`src/rtl/mul_addtree_pipe.sv`:
```
// mul_addtree_pipe: pipelined signed/unsigned shift-and-add multiplier with a registered adder tree and valid/ready stall
module mul_addtree_pipe #(
    parameter int W = 8
) (
    input  logic             clk,
    input  logic             rst,
    input  logic             in_valid,
    output logic             in_ready,
    input  logic [W-1:0]     x,
    input  logic [W-1:0]     y,
    input  logic             signed_mode,
    output logic             out_valid,
    input  logic             out_ready,
    output logic [2*W-1:0]   out
);
    localparam int LG = $clog2(W);

    logic             w_stall;
    logic [W-1:0]     r_mx;
    logic [W-1:0]     r_my;
    logic             r_neg;
    logic             r_v0;
    logic [2*W-1:0]   r_out;
    logic             r_ov;

    assign w_stall   = r_ov & ~out_ready;
    assign in_ready  = ~w_stall;
    assign out_valid = r_ov;
    assign out       = r_out;

    // stage 0: operand magnitudes and product sign; a bubble enters whenever nothing is offered
    always_ff @(posedge clk) begin
        if (rst) begin
            r_mx  <= '0;
            r_my  <= '0;
            r_neg <= 1'b0;
            r_v0  <= 1'b0;
        end else if (!w_stall) begin
            r_mx  <= (signed_mode & x[W-1]) ? -x : x;
            r_my  <= (signed_mode & y[W-1]) ? -y : y;
            r_neg <= signed_mode & (x[W-1] ^ y[W-1]);
            r_v0  <= in_valid;
        end
    end

    genvar g;
    for (g = 0; g <= LG; g++) begin : lvl
        logic [2*W-1:0] w_s [0:(W>>g)-1];
        logic           w_v;
        logic           w_n;
        if (g == 0) begin : g_pp
            assign w_v = r_v0;
            assign w_n = r_neg;
            // partial products straight from the stage-0 magnitudes
            always_comb begin
                for (int i = 0; i < W; i++)
                    w_s[i] = r_my[i] ? ({{W{1'b0}}, r_mx} << i) : '0;
            end
        end else begin : g_add
            logic [2*W-1:0] r_s [0:(W>>g)-1];
            logic           r_v;
            logic           r_n;
            assign w_s = r_s;
            assign w_v = r_v;
            assign w_n = r_n;
            // one tree level: pairwise sums of the level below, sign and valid ride along
            always_ff @(posedge clk) begin
                if (rst) begin
                    for (int i = 0; i < (W>>g); i++)
                        r_s[i] <= '0;
                    r_v <= 1'b0;
                    r_n <= 1'b0;
                end else if (!w_stall) begin
                    for (int i = 0; i < (W>>g); i++)
                        r_s[i] <= lvl[g-1].w_s[2*i] + lvl[g-1].w_s[2*i+1];
                    r_v <= lvl[g-1].w_v;
                    r_n <= lvl[g-1].w_n;
                end
            end
        end
    end

    // output stage: reapply the sign to the unsigned magnitude product
    always_ff @(posedge clk) begin
        if (rst) begin
            r_out <= '0;
            r_ov  <= 1'b0;
        end else if (!w_stall) begin
            r_out <= lvl[LG].w_n ? -lvl[LG].w_s[0] : lvl[LG].w_s[0];
            r_ov  <= lvl[LG].w_v;
        end
    end
endmodule
```
`config.mk`:
```
export PLATFORM = sky130hd
export DESIGN_NAME = mul_addtree_pipe
export DESIGN_NICKNAME = d
export VERILOG_FILES = /design/src/rtl/mul_addtree_pipe.sv
export SDC_FILE = /design/constraint.sdc
export NUM_CORES = 1
export LEC_CHECK = 0
export CORE_MARGIN = 8
export CORE_UTILIZATION = 35
export DETAILED_ROUTE_END_ITERATION = 12
export SLEW_MARGIN = 40
export SYNTH_ARGS = -nofsm -noshare
export SYNTH_HDL_FRONTEND = slang
export SYNTH_SLANG_ARGS = --single-unit
```
`constraint.sdc`:
```
create_clock -name clk -period 2.45 [get_ports clk]
set_input_delay 0.49 -clock clk [delete_from_list [all_inputs] [get_ports clk]]
set_output_delay 0.49 -clock clk [all_outputs]
set_load 0.05 [all_outputs]
```
==> qor.csv, run 1 <==
stage,metric,value,unit
timing,Max transition margin,0.652,
timing,setup violators final,0,
worst_setup_path,CP Data Arrival Time,2.64,ns
yosys,ys async rst share,0,
die,Core Box Area,20100,µm²
placed_design,GP Congestion,0.818,
yosys,Synth cell types,49,
worst_setup_path,crit start category,flop,
global_route,vias in the first global route,5594,
die,io pins,39,
timing,Final Skew,0.00791,ns
global_route,largest net degree at the start of global routing,99,
cts,hold buffers post-CTS,0,
yosys,Simple-Gate Fraction of Synth Area,0.204,
detailed_routing,Detail Route Antenna Nets,0,
worst_setup_path,CP endpoint kind,flop,
timing,Slew Limit Fails,0,
worst_setup_path,slowest CP cell,or4_4,
die,row cnt,52,
die,Initial Utilization,0.354,
pwr,power density over the cells,619,nW/µm²
placed_design,dpl hpwl,11.1,mm
global_route,grt ovf,0,
detailed_routing,Routed WL,15.7,mm
worst_setup_path,Crit Path Max Fanout,5,
worst_setup_path,Crit path buffers/inverters,0,
die,Die Y,159,µm
cts,Clock Sinks,122,
yosys,Mean Syn Cell Area,7.95,µm²
timing,Tcrit/Tclk final,0.939,
timing,Fin. Hold Viols,0,
pwr,peak supply drop,0.000383,V
placed_design,Placed Cells,1175,
timing,Worst-Margin Slew,0.522,ns
pwr,total power,5.22,mW
layout,n_diodes,0,
yosys,largest cells by area after synthesis,"dfxtp_1 34%, ha_1 9.8%, nand2_1 8.0%, a21oi_1 7.0%, and2_1 4.7%",
yosys,main flop type after synthesis,dfxtp_1,
yosys,Synthesis Warnings,0,
cts,Clock Tree Buf Depth,2,
yosys,Yosys top cell by area,dfxtp_1,
yosys,post-synthesis adder-cell area fraction,0.118,
cts,CTS buffer count,17,
die,die width,159,µm
detailed_routing,routed len/inst,13.0,µm
job,Max Cap Viol,0,
global_route,initial antenna violation count,0,
timing,Setup TNS,0,ns
pwr,P_leak,3.49,nW
yosys,Synth Register Bits,122,
timing,RSZ-0062 raised after global routing,no,
hold_path,Hold WC Path Type,primary input to flop,
worst_setup_path,CP max stage delay,0.54,ns
worst_setup_path,crit-path cells,"or4_4, or3_4, or4_4, o31ai_2, xor2_1, a211oi_1",
die,Die ar.,25200,µm²
worst_setup_path,Crit path max-delay family,simple AND/OR/NAND/NOR gates,
worst_setup_path,CP dominant cell by count,or4_4,
global_route,first-pass GRT wire length,26.8,mm
detailed_routing,DRT Pass-1 Iters,5,
cts,root buffer cell,clkbuf_16,
yosys,Yosys top cell area share,0.343,
layout,layout cells sized above 1,0.0608,
detailed_routing,post-DR vias/cell,4.91,
cts,clock-pin slew on the worst setup and hold paths,0.06,ns
timing,minimum clock period,2.30,ns
cts,htree depth,4,
yosys,post-synthesis compound-gate area fraction,0.221,
global_route,gr usage total,0.132,
yosys,number of synthesized flops with an enable pin,0,
cts,CTS tree,built,
layout,Final Net Count,1008,
layout,synth-to-layout area growth,18.4,%
worst_setup_path,Critical Path RT,2.79,ns
yosys,syn_nets,980,
detailed_routing,# DRC,0,
layout,post-route insts no fill,1207,
placed_design,Buffers on Ports,38,
status,status,finished clean,
layout,Fill cells,2021,
detailed_routing,total vias in the final route,5923,
yosys,post-synthesis mux area share,0.00141,
yosys,Syn Inst Count,896,
yosys,main combinational cell family by area after synthesis,compound AO/OA/AOI/OAI gates,
timing,Achievable Freq,435,MHz
yosys,xor-xnor portion of the synthesized cell area,0.0726,
detailed_routing,Initial DRC Count,323,
worst_setup_path,CP Class,flop to flop,
yosys,post-synthesis sequential area ratio,0.343,
yosys,Post-Syn Area,7120,µm²
cts,worst-skew pair later-pin latency,0.42,ns
[stage by stage]
| step | setup WS (ns) | hold WS, ns | util | area (µm²) |
|---|---|---|---|---|
| final | 0.150 | 0.338 | 0.419 | 8430 |
| after global routing | 0.0112 | 0.334 | 0.419 | 8430 |
| after CTS | 0.140 | 0.325 | 0.419 | 8430 |
| after detailed placement | 0.149 | 0.447 | 0.389 | 7810 |
| after global placement | 0.156 | 0.439 | 0.389 | 7810 |
| after floorplan | 0.0751 | 0.424 | - | 7120 |
[worst register-to-register path, delay by kind of cell, from the launching register on]
kind,cells,cell delay (ns)
AO/OA/AOI/OAI,2,0.45
AND/OR/NAND/NOR,3,1.33
flip-flops,1,0.35
XOR/XNOR,1,0.09
[report_power, final]
part | switching, mW | total [mW] | internal [mW]
clock | 0.909 | 2.64 | 1.73
sequential | 0.0791 | 2.14 | 2.06
combinational | 0.244 | 0.446 | 0.202
[layout make-up]
class | count | area [µm²] | share of cell area
clock buffer | 21 | 450 | 0.0534
timing repair buffer | 52 | 505 | 0.0599
tap | 270 | 338 | 0.0401
inverter | 33 | 126 | 0.0150
sequential | 122 | 2440 | 0.290
clock inverter | 11 | 169 | 0.0200
multi-input combinational | 698 | 4400 | 0.522
[worst paths after layout]
| check | startpoint | end | slack, ns | cells past startpoint |
|---|---|---|---|---|
| max reg2reg | lvl[3].g_add.r_s[6]$_SDFFE_PP0N_ | out[15]$_SDFFE_PP0N_ | 0.15 | 6 |
| min reg2reg | lvl[1].g_add.r_s[20]$_SDFFE_PP0N_ | lvl[1].g_add.r_s[20]$_SDFFE_PP0N_ | 0.45 | 2 |
| max | lvl[3].g_add.r_s[6]$_SDFFE_PP0N_ | out[15]$_SDFFE_PP0N_ | 0.15 | 6 |
| min | rst | lvl[3].g_add.r_s[9]$_SDFFE_PP0N_ | 0.34 | 2 |
[registers in the layout, summed over array words and instances, names as in the netlist]
signal	count
lvl.g_add.r_n	3
r_my	8
lvl.g_add.r_v	3
out	16
r_mx	8
lvl.w_v	1
out_valid	1
lvl.g_add.r_s	81
lvl.w_n	1
[cells in the mapped netlist (all sizes together) (9+ instances only)]
| cell | instances |
|---|---|
| nand2 | 151 |
| dfxtp | 122 |
| a21oi | 100 |
| nor2 | 69 |
| ha | 56 |
| and2 | 54 |
| o21ai | 49 |
| clkbuf | 37 |
| a211oi | 34 |
| xor2 | 34 |
| inv | 32 |
| xnor2 | 25 |
| a21o | 10 |
| nand3 | 10 |
| o31ai | 10 |
| nor2b | 9 |
| or3 | 9 |
[metal layers]
layer / up-vias / share of wire / track usage
met3: 12 / 0.033 / 0.0282
met1: 2674 / 0.52 / 0.179
li1: 3168 / - / -
met2: 69 / 0.44 / 0.205
met5: - / 0 / 0
met4: 0 / 0.010 / 0.0431
[kinds of logic (layout without fill, tap and decap cells)]
kind of cell | after synthesis | count (layout)
adders and majority gates | 63 | 63
muxes | 1 | 1
and+or+nand+nor | 319 | 319
AOI/OAI and AO/OA | 256 | 256
DFF | 122 | 122
buffers and inverters | 76 | 117
xor gates and xnor gates | 59 | 59
[timing repair]
action,4_1_cts,5_1_grt
endpoints found under the setup margin,0,1
gates resized for setup,0,1
buffers inserted,0,0
[cells in the final DEF, fill, tap and decap left out, drive strengths merged, types with 5 or more instances in the layout]
master | synthesis | final
nand2 | 151 | 151
dfxtp | 122 | 122
a21oi | 100 | 100
nor2 | 69 | 69
ha | 56 | 56
and2 | 54 | 54
o21ai | 49 | 49
clkdlybuf4s50 | 0 | 36
a211oi | 34 | 34
xor2 | 34 | 34
inv | 32 | 33
xnor2 | 25 | 25
clkbuf | 37 | 21
buf | 6 | 16
nand3 | 10 | 10
a21o | 10 | 10
o31ai | 10 | 10
or3 | 9 | 9
nor2b | 9 | 9
a31oi | 8 | 8
o41ai | 7 | 7
fa | 7 | 7
o21a | 6 | 6
o22ai | 6 | 6
a311oi | 6 | 6
nor3 | 5 | 5
o21bai | 5 | 5
No activity file was read; power rests on OpenSTA's default activity.
==> run 2: changes to the inputs <==
--- a/config.mk
+++ b/config.mk
@@ -7,6 +7,7 @@
 export LEC_CHECK = 0
 export CORE_MARGIN = 8
 export CORE_UTILIZATION = 35
+export CTS_CLUSTER_DIAMETER = 30
 export DETAILED_ROUTE_END_ITERATION = 12
 export SLEW_MARGIN = 40
 export SYNTH_ARGS = -nofsm -noshare
==> results of run 2 <==
Same layout as run 1: the final DEF is identical, and so are final timing and power.
